==> src/rtl/operand_fetch_stage.sv <==
// Operand fetch stage: reads both sources from the register file and resolves
// them against the in-flight MEM and WB writes. It detects load-use hazards and
// loads the result into the ID/EX pipeline register that feeds the ALU.
module operand_fetch_stage #(
    parameter int DATA_W = 16,
    parameter int REG_W  = 4
) (
    input  logic              clk,
    input  logic              rst,
    input  logic              id_valid,
    input  logic [REG_W-1:0]  id_src1,
    input  logic [REG_W-1:0]  id_src2,
    input  logic              id_use1,
    input  logic              id_use2,
    input  logic [REG_W-1:0]  id_dst,
    input  logic              id_wen,
    input  logic              id_is_load,
    output logic [REG_W-1:0]  rf_src1,
    output logic [REG_W-1:0]  rf_src2,
    input  logic [DATA_W-1:0] rf_data1,
    input  logic [DATA_W-1:0] rf_data2,
    input  logic              mem_wen,
    input  logic [REG_W-1:0]  mem_dst,
    input  logic [DATA_W-1:0] mem_data,
    input  logic              wb_wen,
    input  logic [REG_W-1:0]  wb_dst,
    input  logic [DATA_W-1:0] wb_data,
    input  logic              flush,
    input  logic              ex_hold,
    output logic              id_stall,
    output logic              ex_valid,
    output logic [DATA_W-1:0] ex_op1,
    output logic [DATA_W-1:0] ex_op2,
    output logic [REG_W-1:0]  ex_dst,
    output logic              ex_wen,
    output logic              ex_is_load
);

    // The two sources are handled identically, so they are packed into
    // index-addressable vectors and resolved by a single generate loop.
    logic [1:0][REG_W-1:0]  srcVec;
    logic [1:0]             useVec;
    logic [1:0][DATA_W-1:0] rfDataVec;
    logic [1:0][DATA_W-1:0] opSel;
    logic [1:0]             memHit;
    logic [1:0]             wbHit;
    logic [1:0]             exDepHit;

    // ID/EX register state
    logic              exValidReg;
    logic [DATA_W-1:0] exOp1Reg;
    logic [DATA_W-1:0] exOp2Reg;
    logic [REG_W-1:0]  exDstReg;
    logic              exWenReg;
    logic              exIsLoadReg;

    logic loadUse;

    assign srcVec    = {id_src2, id_src1};
    assign useVec    = {id_use2, id_use1};
    assign rfDataVec = {rf_data2, rf_data1};

    // The register file is addressed directly by the decoded source ids.
    assign rf_src1 = id_src1;
    assign rf_src2 = id_src2;

    genvar gi;
    generate
        for (gi = 0; gi < 2; gi++) begin : g_src
            // The file writes at the clock edge, so a same-cycle read returns
            // the old value. WB must therefore be bypassed. MEM holds the
            // younger value and wins when both target the same register.
            assign memHit[gi] = mem_wen && (mem_dst == srcVec[gi]);
            assign wbHit[gi]  = wb_wen  && (wb_dst  == srcVec[gi]);
            assign opSel[gi]  = memHit[gi] ? mem_data :
                                wbHit[gi]  ? wb_data  :
                                             rfDataVec[gi];

            // An unused source never depends on the instruction in EX.
            assign exDepHit[gi] = useVec[gi] && (srcVec[gi] == exDstReg);
        end
    endgenerate

    // Load-use: the load in EX has no data until it reaches MEM, so the
    // dependent instruction waits one cycle and then forwards from MEM.
    assign loadUse = exValidReg && exIsLoadReg && exWenReg && id_valid && (|exDepHit);

    // A flush squashes the stalled instruction, so no stall is needed then.
    assign id_stall = ex_hold || (loadUse && !flush);

    // ID/EX register update: reset, flush bubble, hold, load-use bubble, capture.
    always_ff @(posedge clk) begin
        if (rst) begin
            exValidReg  <= 1'b0;
            exOp1Reg    <= '0;
            exOp2Reg    <= '0;
            exDstReg    <= '0;
            exWenReg    <= 1'b0;
            exIsLoadReg <= 1'b0;
        end else if (flush) begin
            // The back end still accepts a bubble while frozen, so flush
            // takes priority over the hold.
            exValidReg  <= 1'b0;
            exWenReg    <= 1'b0;
            exIsLoadReg <= 1'b0;
        end else if (ex_hold) begin
            exValidReg  <= exValidReg;
        end else if (loadUse) begin
            exValidReg  <= 1'b0;
            exWenReg    <= 1'b0;
            exIsLoadReg <= 1'b0;
        end else begin
            exValidReg  <= id_valid;
            exOp1Reg    <= opSel[0];
            exOp2Reg    <= opSel[1];
            exDstReg    <= id_dst;
            exWenReg    <= id_wen && id_valid;
            exIsLoadReg <= id_is_load && id_valid;
        end
    end

    assign ex_valid   = exValidReg;
    assign ex_op1     = exOp1Reg;
    assign ex_op2     = exOp2Reg;
    assign ex_dst     = exDstReg;
    assign ex_wen     = exWenReg;
    assign ex_is_load = exIsLoadReg;

endmodule

==> config.mk <==
export PLATFORM = sky130hd
export DESIGN_NAME = operand_fetch_stage
export DESIGN_NICKNAME = d
export VERILOG_FILES = /design/src/rtl/operand_fetch_stage.sv
export SDC_FILE = /design/constraint.sdc
export NUM_CORES = 1
export LEC_CHECK = 0
export BUFFER_PORTS_ARGS = -buffer_cell sky130_fd_sc_hd__buf_2
export CORE_ASPECT_RATIO = 1.5
export CORE_MARGIN = 2
export CORE_UTILIZATION = 35
export CTS_CLUSTER_SIZE = 28
export DETAILED_ROUTE_END_ITERATION = 10
export GPL_TIMING_DRIVEN = 0
export PLACE_DENSITY_LB_ADDON = 0.12
export SYNTH_ARGS = -nofsm -noshare
export SYNTH_HDL_FRONTEND = slang
export SYNTH_SLANG_ARGS = --single-unit
==> constraint.sdc <==
create_clock -name clk -period 2.1 [get_ports clk]
set_input_delay 0.105 -clock clk [delete_from_list [all_inputs] [get_ports clk]]
set_output_delay 0.105 -clock clk [all_outputs]
set_load 0.1 [all_outputs]
# Yosys cells after proc, flatten, opt, wreduce, memory -nomap -nowiden

Index checks and enable logic that the tools add are counted.

Equal/unequal tests: 6
Mux-type cells: 7
Bitwise logic cells: 3
Reductions and logical operators: 18

Operators by type and width:

| kind              | number |
|---|---|
| $mux 16           | 4 |
| $eq 4x4->1        | 6 |
| $logic_and 1x1->1 | 13 |
| $reduce_or 2->1   | 2 |
| $mux 1            | 3 |
| $not 1->1         | 3 |
| $reduce_and 3->1  | 1 |
| $logic_not 1->1   | 1 |
| $logic_or 1x1->1  | 1 |

Flip-flop bits (word level): 39
Input port bits: 95
Logic and storage cells: 40

# Logic depth before layout (Yosys ltp)

Gate-level depths: netlist (run 1).

Depth after elaboration: 6
Depth in mapped cells: 7

# Worst setup path after synthesis (run 1)

OpenSTA, ideal clock, no wires.

Kind: register -> output
From: register exWenReg, in the netlist ex_wen
To: output port id_stall
Data arrival time: 2.445 ns
Required time: 1.995 ns
Slack: -0.450 ns
Cell stages (with the launch flop): 7
Path buffers: 1
Cells stage by stage: dfxtp_1 and4_1 nand2_1 or3_1 buf_6 a21oi_1 or2_2

Word-level cells in the longest chain between the ends: 5

RTL lines:

| element                         | RTL line | text |
|---|---|---|
| from (decl)                     | 54       | `logic exWenReg;` |
| from (signal assigned)          | 117      | `exWenReg <= id_wen && id_valid;` |
| $logic_and 1x1->1 (3 in series) | 86       | `assign loadUse = exValidReg && exIsLoadReg && exWenReg && id_valid && (\|exDepHit);` |
| $logic_and 1x1->1               | 89       | `assign id_stall = ex_hold \|\| (loadUse && !flush);` |
| $logic_or 1x1->1                | 89       |  |
| to (decl)                       | 30       | `output logic id_stall,` |

Every way passes these cells.

# Worst setup path after layout (run 1)

From: register exValidReg, in the netlist ex_valid
To: output port id_stall

Word-level cells in the longest chain between the ends: 6

RTL lines:

| element                         | RTL line | text |
|---|---|---|
| from (decl)                     | 50       | `logic exValidReg;` |
| from (signal assigned)          | 107      | `exValidReg <= exValidReg;` |
| from (signal assigned)          | 113      | `exValidReg <= id_valid;` |
| $logic_and 1x1->1 (4 in series) | 86       |  |
| $logic_and 1x1->1               | 89       |  |
| $logic_or 1x1->1                | 89       |  |

Every way passes these cells.

==> summary.md, run 1 <==
| Metric | Value |
|---|---|
| Mapped Cells | `313` |
| First-pass GRT wire length | `14500 um` |
| Total GRT Usage | `0.236` |
| Starting density of the core | `0.358` |
| Pre-CTS worst setup slack | `-57.8 ps` |
| # hold bufs at CTS | `0` |
| Synth top area share | `0.306` |
| Leak | `1.60 nW` |
| Post-synthesis mux area share | `0` |
| Synth area leaders | `dfxtp_1, nand3_1, a32o_1, o21ai_0, xnor2_1` |
| Cell Area, Synth | `0.00255 mm2` |
| Area share of fa/ha/maj cells after synthesis | `0` |
| Mapped Nets | `408` |
| DR WL/cell | `17.1 um` |
| Largest family of logic cells by synthesized area | `simple AND/OR/NAND/NOR gates` |
| DRT iter0 DRCs | `134` |
| Post-Synth XOR/XNOR Area | `0.0824` |
| Vias/cell | `5.53` |
| Fin area | `0.00350 mm2` |
| Site row count | `38` |
| Status | `complete, no violations` |
| Post-synth cell types | `35` |
| Synth Area in Compound Gates | `0.237` |
| Setup crit start kind | `register` |
| Clk Tree Root Cell | `clkbuf_8` |
| Min Tclk post-route | `2060 ps` |
| Least-Margin Pin Slew | `616 ps` |
| Detailed placement HPWL | `7340 um` |
| Ports | `143` |
| Peak supply drop | `0.319 mV` |
| Placed inst area | `0.00337 mm2` |
| Synth Register Bits | `39` |
| Skew final | `11.8 ps` |
| Overflow after GRT | `0` |
| Worst EP required | `2000 ps` |
| Area Overhead vs Synth | `37.1%` |
| CTS H-tree lvls | `2` |
| Die width | `73.7 um` |
| Net count, final | `556` |
| Die area | `0.00800 mm2` |
| Pre-Repair DR Iteration Count | `4` |
| GPL Wtd Cong | `0.856` |
| Hold Violations, Final | `0` |
| WP data arrival | `1960 ps` |
| Critical path fanouts, max | `8` |
| Seq/Total Area, Yosys | `0.306` |
| Share of cells above drive strength 1 | `0.448` |
| Tightest Hold Check Type | `primary input to register` |
| Largest area contributor in the netlist | `dfxtp_1` |
| Clk buf depth | `2` |
| Chip height | `109 um` |
| Ys Warns | `0` |
| RSZ-0062 raised after global routing | `true` |
| Max Freq | `485 MHz` |
| TritonCTS buffer count | `5` |
| Skew-Pair Late Insertion Delay | `290 ps` |
| Clock Pin Slew Worst Setup and Hold Paths | `80 ps` |
| Setup Crit Path Kind | `register to primary output` |
| Final period utilization | `0.982` |
| Final setup margin | `36.8 ps` |
| Number of global-route vias before repair | `3028` |
| Total core area | `0.00713 mm2` |
| Final ANT Viol Nets | `0` |
| Syn_area_per_cell | `8.15 um2` |
| CTS Sinks | `39` |
| # port buffers | `141` |
| Max-slew headroom | `0.587` |
| Max-Cap Viols | `0` |
| Via count | `2995` |
| Post-Layout Cell Count | `542` |
| Slew Viols, Final | `0` |
| Routed wire length | `9290 um` |
| Total Power | `2.14 mW` |
| Simple-Gate Fraction of Synth Area | `0.295` |
| Antenna cell count | `0` |
| Post-Place Cells | `534` |
| DRC | `0` |
| Initial antenna violation count | `0` |
| Final setup fails | `0` |
| TritonCTS clock tree | `yes` |
| Power Density | `613 mW/mm2` |
| Worst Setup End Kind | `primary output` |
| Largest net degree at the start of global routing | `13` |
-- metrics by stage --
stage,TNS [ps],util,hold WS [ps]
final,0,0.490,49.0
after global routing,-30.8,0.490,61.7
after CTS,0,0.489,38.5
after detailed placement,-57.8,0.472,363
after global placement,-78.9,0.472,356
after floorplan,0,-,167
-- synth_stat cells, drive strengths merged --
library cell  number
a21boi             3
a21oi              5
a31oi              1
a32o              31
and2               2
and3               5
and4               1
buf               18
clkbuf            17
dfxtp             39
inv                1
nand2             11
nand2b            16
nand3             68
nand4              4
nand4b             1
nor2               2
nor3               3
nor4               1
nor4b              1
o21ai             33
o311ai             1
o31ai              4
o41ai              1
or2               17
or3                1
or4                2
xnor2             14
xor2              10
-- layer usage --
metal / share of wire / vias up / wire (um) / GRT usage
met2: 0.51 / 145 / 4710 / 0.425
met1: 0.38 / 1377 / 3510 / 0.254
met3: 0.083 / 21 / 771 / 0.0513
li1: - / 1452 / - / -
met5: 0 / - / 0 / 0
met4: 0.033 / 0 / 306 / 0.113
-- power by group --
group / internal [mW] / total (mW) / leakage (nW) / switching (mW)
Sequential: 0.780 / 0.803 / 0.322 / 0.0234
Combinational: 0.231 / 0.827 / 1.24 / 0.596
Clock: 0.233 / 0.514 / 0.0412 / 0.281
Total: 1.24 / 2.14 / 1.60 / 0.901
-- final timing paths --
path                            cells after the start  slack, ps         to       from
worst min register to register                      1        470  ex_op1[0]  ex_op1[0]
worst max-delay path                                7         40   id_stall   ex_valid
worst min-delay path                                3         50  ex_dst[1]  id_dst[1]
worst max register to register                      7        120  ex_op1[6]  ex_dst[3]
-- flip-flops by register name, indices dropped and copies added, names as in the netlist --
register and flops:
ex_op2 16, ex_op1 16, ex_is_load 1, ex_wen 1, ex_dst 4, ex_valid 1
-- area by class of cell --
class	count	area (um2)
fillers	732	3630
multi-input cells	238	1590
flip-flops and latches	39	790
repair buffers	141	721
plain buffers	35	205
well taps	80	100
clock buffers	6	72.6
clock inverters	2	12.5
inverters	1	3.75
-- critical path, stage by stage (launching register included) --
cell and delay [ps]:
dfxtp_2 350, and4_4 250, nand2_1 80, or3_4 390, buf_6 150, a21oi_2 130, or2_4 130, buf_12 160
-- cell usage in the layout (no fill, tap or decap), types with 4 or more instances in the layout --
cell type,instances
clkbuf_8,5
nand4_1,4
buf_2,142
buf_4,9
o31ai_1,4
dfxtp_1,32
buf_6,4
a21oi_1,4
o21ai_0,33
xor2_1,10
a32o_1,21
clkbuf_1,18
xnor2_1,14
or2_2,16
nand2_1,11
nand3_1,67
a32o_2,10
and3_1,5
nand2b_1,16
dfxtp_2,7
-- kinds of logic (layout without fill, tap and decap cells) --
kind of cell	after synthesis	in the layout
AOI/OAI and AO/OA	79	79
buffers and inverters	36	185
xor gates and xnor gates	24	24
DFF	39	39
and+or+nand+nor	135	135
-- repair_timing --
item,CTS,global route
hold endpoints to repair,0,0
endpoints found under the setup margin,1,21
setup buffers,0,0
gates resized for setup,9,5
pin swaps,0,1
No activity file was read; power rests on OpenSTA's default activity.
==> run 2, diff against run 1 <==
- ABC_AREA: not set -> 1
==> run 2 against run 1 <==
Against the previous run:
- sequential share of layout area decreased by 3.7 points
- routed wire length increased by 17%
- global-route usage decreased by 0.70 points
- first-iteration DRC count increased by 19%
- non-clock buffer count decreased by 2
- sequential power increased by 2%
- die area increased by 23%
- critical path type unchanged
==> summary.md, run 2 <==
| Metric | Value |
|---|---|
| Status | `complete, no violations` |
| Area Overhead vs Synth | `31.8%` |
| Routed wire length | `10900 um (+17%)` |
| CTS H-tree lvls | `2 (unchanged)` |
| Setup crit start kind | `register` |
| Reg power frac | `0.311 (-0.064)` |
| Sw Ratio | `0.436 (+0.0163)` |
| Hold Violations, Final | `0 (unchanged)` |
| Comb pwr share | `0.403 (+0.017)` |
| Synth Register Bits | `39 (unchanged)` |
| GPL Wtd Cong | `0.904 (+5.6%)` |
| Clk Tree Root Cell | `clkbuf_16` |
| Skew final | `5.58 ps (-6.21 ps)` |
| DRT met1 WL | `4280 um (+22%)` |
| Placed inst area | `0.00402 mm2 (+19%)` |
| RR Endpoint | `ex_op2[14]` |
| Number of global-route vias before repair | `3629 (+20%)` |
| Synth top cells by count | `nand2_1, inv_1, nor2_1` |
| Die area | `0.00980 mm2 (+23%)` |
| Fin area | `0.00416 mm2 (+19%)` |
| Least-Margin Pin Slew | `485 ps (-131 ps)` |
| Cell Area, Synth | `0.00315 mm2 (+24%)` |
| RSZ-0062 raised after global routing | `false` |
| Power Density | `634 mW/mm2 (+3.4%)` |
| Clock power frac | `0.286 (+0.046)` |
| Ports | `143 (unchanged)` |
| Peak supply drop | `0.310 mV (-2.9%)` |
| Max-slew headroom | `0.675 (+0.0883)` |
| CTS Sinks | `39 (unchanged)` |
| Tightest Hold Check Type | `primary input to register` |
| Internal power | `1.49 mW (+20%)` |
| TritonCTS buffer count | `5 (unchanged)` |
| Synth area leaders | `dfxtp_1, nand2_1, inv_1, nor2_1, nand4_1` |
| DR WL/cell | `13.3 um (-23%)` |
| Synth top area share | `0.248 (-0.0587)` |
| Pre-Repair DR Iteration Count | `4 (unchanged)` |
| Max Used Layer | `met4` |
| Final ANT Viol Nets | `0 (unchanged)` |
| Via count | `3792 (+27%)` |
| Final setup fails | `0 (unchanged)` |
| Total Power | `2.64 mW (+23%)` |
| Most frequent cells in the layout | `nand2_1, buf_2, inv_1` |
| Post-CTS sizing | `0 (-9)` |
| Share of cells above drive strength 1 | `0.287 (-0.161)` |
| Leak | `2.54 nW (+59%)` |
| Largest net degree at the start of global routing | `13 (unchanged)` |
| Worst R2R Setup Slack | `450 ps (+330 ps)` |
| Most common cell in the synthesized netlist | `nand2_1` |
| Mapped Nets | `656 (+61%)` |
| # port buffers | `142 (+0.71%)` |
| DRC | `0 (unchanged)` |
| TritonCTS clock tree | `yes` |
| Switching Power | `1.15 mW (+28%)` |
| Seq/Total Area, Yosys | `0.248 (-0.0587)` |
| Max incr delay on CP | `430 ps (+40 ps)` |
| Max Freq | `514 MHz (+6.1%)` |
| # hold bufs at CTS | `0 (unchanged)` |
| Worst EP required | `2000 ps (about the same)` |
| Largest area contributor in the netlist | `dfxtp_1` |
| EDFF count, synth | `0 (unchanged)` |
| Min-Delay Endpoint | `ex_dst[0]` |
| Number of fill cells | `980 (+34%)` |
| First-pass GRT wire length | `17100 um (+18%)` |
| Multi-input logic area | `0.00178 mm2 (+12%)` |
| Post-synth cell types | `23 (-34%)` |
| Final period utilization | `0.926 (-0.0561)` |
| Max-Cap Viols | `0 (unchanged)` |
| Net count, final | `805 (+45%)` |
| Most common cell after layout, fill and taps aside | `nand2_1` |
| Site row count | `42 (+11%)` |
| Most used DFF post-synth | `dfxtp_1` |
| Mapped Cells | `561 (+79%)` |
| Clock Pin Slew Worst Setup and Hold Paths | `60 ps (-20 ps)` |
| Vias/cell | `4.62 (-16%)` |
| Worst path cell trace | `inv_1 > nand2_1 > nand2_1 > nor2_1 > nand3_1 > nand2_1 > nand2_2 > o21ai_4 > buf_2` |
| Initial antenna violation count | `0 (unchanged)` |
| Post-CTS Setup Inserts | `0 (unchanged)` |
| Skew-Pair Late Insertion Delay | `290 ps (about the same)` |
| Worst Setup End Kind | `primary output` |
| Post-Place Cells | `813 (+52%)` |
| Syn_area_per_cell | `5.62 um2 (-31%)` |
| Starting density of the core | `0.359 (+0.00188)` |
| Worst Hold Depth | `3 (unchanged)` |
| Crit path launch | `ex_dst[1]` |
| Clk buf depth | `2 (unchanged)` |
| Worst R2R Path Depth | `11 (+4)` |
| WP data arrival | `1840 ps (-120 ps)` |
| Critical path fanouts, max | `5 (-3)` |
| CP Buf/Inv Count | `2 (unchanged)` |
| Slew Viols, Final | `0 (unchanged)` |
| Chip height | `120 um (+11%)` |
| Critical Path Slowest Stage Cell | `buf_2` |
| Reg2reg start | `ex_dst[1]` |
| Worst Hold Launch | `id_dst[0]` |
| Total GRT Usage | `0.229 (-0.00700)` |
| Final setup TNS | `0 ps (unchanged)` |
| Die width | `81.5 um (+11%)` |
| DRT iter0 DRCs | `159 (+19%)` |
| Total core area | `0.00878 mm2 (+23%)` |
| Antenna cell count | `0 (unchanged)` |
| WL met2 | `5610 um (+19%)` |
| Setup Crit Path Kind | `register to primary output` |
| Storage cell area | `786 um2 (-0.48%)` |
| Met3 WL post-DR | `674 um (-13%)` |
| Min Tclk post-route | `1950 ps (-118 ps)` |
| Family with the most delay on the worst path | `simple AND/OR/NAND/NOR gates` |
| Ys Warns | `0 (unchanged)` |
| Most used cell, CP | `nand2_1` |
| Post-Layout Cell Count | `820 (+51%)` |
| Overflow after GRT | `0 (unchanged)` |
| Detailed placement HPWL | `9010 um (+23%)` |
| Async S/R FF share, synth | `0 (unchanged)` |
## run 2: cell types whose count changed in the layout (fill, tap and decap cells not counted), sizes merged, moves of 5 or more
cell    before  now
buf        157  170
xor2        10    3
or2         17    0
and3         5    0
xnor2       14    4
clkbuf      25    9
a32o        31    0
nand4        4   50
nand3       68   40
inv          1  102
nor2         2   91
nand2b      16    0
o21ai       33    6
nand2       11  189
## run 2: worst register-to-register path: cells and delay by family, from the launching register on
| family | cells | cell delay [ps] |
|---|---|---|
| buffers and inverters | 2 | 320 |
| AND/OR/NAND/NOR | 9 | 890 |
| flip-flops | 1 | 330 |
## run 2: how the worst max path moves through the flow
stage                       to  cells after the start
floorplan             id_stall                      4
global placement    ex_op2[14]                     11
detailed placement  ex_op2[14]                     11
CTS                   id_stall                      9
global route          id_stall                      9
finish                id_stall                      9
## run 2: logic make-up (layout without fill, tap and decap cells)
logic type | Yosys count | after routing | share of synthesized area
flip-flops | 39 | 39 | 0.248
AND/OR/NAND/NOR | 370 | 370 | 0.521
AO/OA/AOI/OAI | 11 | 11 | 0.0182
XOR/XNOR | 7 | 7 | 0.0218
buffers and inverters | 134 | 283 | 0.191
## run 2: metal layers
| metal | vias to the layer above | track usage |
|---|---|---|
| met4 | 0 | 0.0869 |
| met3 | 20 | 0.0448 |
| met1 | 1632 | 0.256 |
| met5 | - | 0 |
| met2 | 133 | 0.415 |
| li1 | 2007 | - |
## run 2: power by group through the flow
stage	combinational, mW	clock, mW	sequential (mW)
floorplan	0.440	0	1.19
global placement	1.06	0	0.833
detailed placement	1.06	0	0.836
CTS	1.07	0.772	0.819
global route	1.15	0.800	0.825
finish	1.06	0.755	0.819
## run 2: metrics by stage
step	util	worst slack (ps)	hold slack (ps)
floorplan	-	105	240
global placement	0.458	435	328
detailed placement	0.458	436	333
CTS	0.474	122	36.1
global route	0.474	62.7	35.9
finish	0.474	155	35.8
## run 2: final cells by class
| type | instances | area share |
|---|---|---|
| multi-input combinational | 388 | 0.429 |
| sequential | 39 | 0.189 |
| timing repair buffer | 142 | 0.171 |
| inverter | 102 | 0.0921 |
| buffer | 32 | 0.0530 |
| tap | 110 | 0.0331 |
| clock buffer | 5 | 0.0301 |
| clock inverter | 2 | 0.00331 |
==> run 3, diff against run 2 <==
- clock period: 2.1 -> 2.4 ns (I/O delays scaled with it)
==> run 3 against run 2 <==
Against the previous run:
- utilization increased by 0.19 points
- register-to-register slack improved by 220 ps
- worst setup slack improved by 230 ps
- sequential share of layout area decreased by 0.19 points
- first-iteration DRC count increased by 34%
- clock skew about the same
- clock power decreased by 3.8%
- largest power group unchanged
==> summary.md, run 3 (synthesis results as in run 2) <==
| Metric | Value |
|---|---|
| Status | `complete, no violations` |
| Max incr delay on CP | `430 ps (about the same)` |
| Least-Margin Pin Slew | `483 ps (-1.97 ps)` |
| Internal power | `1.36 mW (-8.3%)` |
| Post-CTS sizing | `0 (unchanged)` |
| Switching Power | `1.01 mW (-12%)` |
| Site row count | `42 (unchanged)` |
| TritonCTS clock tree | `yes` |
| Max-Cap Viols | `0 (unchanged)` |
| Skew-Pair Late Insertion Delay | `290 ps (about the same)` |
| Clock Pin Slew Worst Setup and Hold Paths | `60 ps (about the same)` |
| Power Density | `568 mW/mm2 (-10%)` |
| CP Buf/Inv Count | `2 (unchanged)` |
| Most common cell after layout, fill and taps aside | `nand2_1` |
| Ports | `143 (unchanged)` |
| Worst EP required | `2280 ps (+280 ps)` |
| # hold bufs at CTS | `0 (unchanged)` |
| Chip height | `120 um (unchanged)` |
| Tightest Hold Check Type | `primary input to register` |
| Worst Hold Depth | `3 (unchanged)` |
| Detailed placement HPWL | `8780 um (-2.5%)` |
| Clk Tree Root Cell | `clkbuf_16` |
| Family with the most delay on the worst path | `simple AND/OR/NAND/NOR gates` |
| Final period utilization | `0.838` |
| CTS H-tree lvls | `2 (unchanged)` |
| Via count | `3800 (+0.21%)` |
| Comb pwr share | `0.392 (-0.011)` |
| Die area | `0.00980 mm2 (unchanged)` |
| Worst R2R Setup Slack | `670 ps (+220 ps)` |
| WP data arrival | `1890 ps (+50 ps)` |
| GPL Wtd Cong | `0.914 (+1.1%)` |
| Largest net degree at the start of global routing | `13 (unchanged)` |
| Critical path fanouts, max | `5 (unchanged)` |
| First-pass GRT wire length | `16400 um (-4.4%)` |
| Peak supply drop | `0.270 mV (-13%)` |
| Worst R2R Path Depth | `11 (unchanged)` |
| Max-slew headroom | `0.678 (+0.00290)` |
| Min Tclk post-route | `2010 ps` |
| Final ANT Viol Nets | `0 (unchanged)` |
| TritonCTS buffer count | `5 (unchanged)` |
| Worst path cell trace | `inv_1 > nand2_1 > nand2_1 > nor2_1 > nand3_1 > nand2_1 > nand2_2 > o21ai_4 > buf_2` |
| Critical Path Slowest Stage Cell | `buf_2` |
| Worst Setup End Kind | `primary output` |
| CTS Sinks | `39 (unchanged)` |
| Total core area | `0.00878 mm2 (unchanged)` |
| Reg2reg start | `ex_dst[1]` |
| Slew Viols, Final | `0 (unchanged)` |
| DRT iter0 DRCs | `213 (+34%)` |
| Clk buf depth | `2 (unchanged)` |
| Setup Crit Path Kind | `register to primary output` |
| Leak | `2.55 nW (+0.20%)` |
| Worst Hold Launch | `id_dst[3]` |
| Initial antenna violation count | `0 (unchanged)` |
| Most frequent cells in the layout | `nand2_1, buf_2, inv_1` |
| # port buffers | `142 (unchanged)` |
| Total Power | `2.37 mW (-10%)` |
| Die width | `81.5 um (unchanged)` |
| Sw Ratio | `0.426 (-0.0104)` |
| RR Endpoint | `ex_op1[8]` |
| Most used cell, CP | `nand2_1` |
| Total GRT Usage | `0.220 (-0.00877)` |
| Min-Delay Endpoint | `ex_dst[3]` |
| Net count, final | `805 (unchanged)` |
| Clock power frac | `0.306 (+0.020)` |
| Final setup fails | `0 (unchanged)` |
| Final setup TNS | `0 ps (unchanged)` |
| Vias/cell | `4.63 (about the same)` |
| RSZ-0062 raised after global routing | `false` |
| Fin util | `0.476 (+0.00185)` |
| Hold Violations, Final | `0 (unchanged)` |
| Starting density of the core | `0.359 (unchanged)` |
| Number of global-route vias before repair | `3447 (-5.0%)` |
| Share of cells above drive strength 1 | `0.283 (-0.00462)` |
| Setup crit start kind | `register` |
| Overflow after GRT | `0 (unchanged)` |
| DR WL/cell | `13.1 um (-1.1%)` |
| Antenna cell count | `0 (unchanged)` |
| Post-CTS Setup Inserts | `0 (unchanged)` |
| DRC | `0 (unchanged)` |
| Max Freq | `497 MHz` |
| Skew final | `5.38 ps (-0.195 ps)` |
| Routed wire length | `10800 um (-0.96%)` |
| Reg power frac | `0.302 (-0.009)` |
| Area Overhead vs Synth | `32.3%` |
| Pre-Repair DR Iteration Count | `7 (+3)` |
==> run 3: layout make-up <==
cell class                 instances  area, um2
fill                             975       4600
multi-input combinational        388       1780
sequential                        39        781
timing repair buffer             142        711
inverter                         102        383
buffer                            32        220
clock buffer                       7        153
tap                              110        138
clock inverter                     1       7.51
==> run 3: power by group through the flow <==
| stage | logic (mW) | clock network [mW] | registers [mW] |
|---|---|---|---|
| floorplan | 0.385 | 0 | 1.04 |
| global placement | 0.925 | 0 | 0.729 |
| detailed placement | 0.930 | 0 | 0.731 |
| CTS | 0.932 | 0.737 | 0.716 |
| global route | 1.00 | 0.760 | 0.721 |
| finish | 0.931 | 0.726 | 0.716 |
==> run 3: worst register-to-register path: stages, from the launching register on <==
cell and delay, ps:
dfxtp_1 380, inv_1 80, nand2_1 60, nand2_1 50, nor2_1 140, nand3_1 90
nand2_1 120, nand2_2 130, nand3_4 190, buf_4 260, nor2_1 80, nor2_1 90
==> run 3: layer usage <==
layer / GRT usage / vias to the layer above / wire length, um
met3: 0.0418 / 19 / 741
met4: 0.0805 / 0 / 276
met2: 0.386 / 145 / 5450
li1: - / 2013 / -
met1: 0.260 / 1623 / 4320
met5: 0 / - / 0
==> run 3: metrics by stage <==
stage	cell area, um2	setup WS (ps)	hold WS, ps	instances
floorplan	3170	136	255	561
global placement	4010	693	347	813
detailed placement	4010	677	346	813
CTS	4170	384	48.0	821
global route	4170	286	71.7	821
finish	4170	388	52.1	821
==> run 3: worst max-delay path by stage <==
| stage | start | endpoint | depth (start not counted) |
|---|---|---|---|
| floorplan | ex_dst[1] | id_stall | 8 |
| global placement | ex_dst[1] | ex_op1[12] | 11 |
| detailed placement | ex_dst[3] | ex_op1[10] | 10 |
| CTS | ex_dst[1] | id_stall | 9 |
| global route | ex_dst[1] | id_stall | 9 |
| finish | ex_dst[1] | id_stall | 9 |
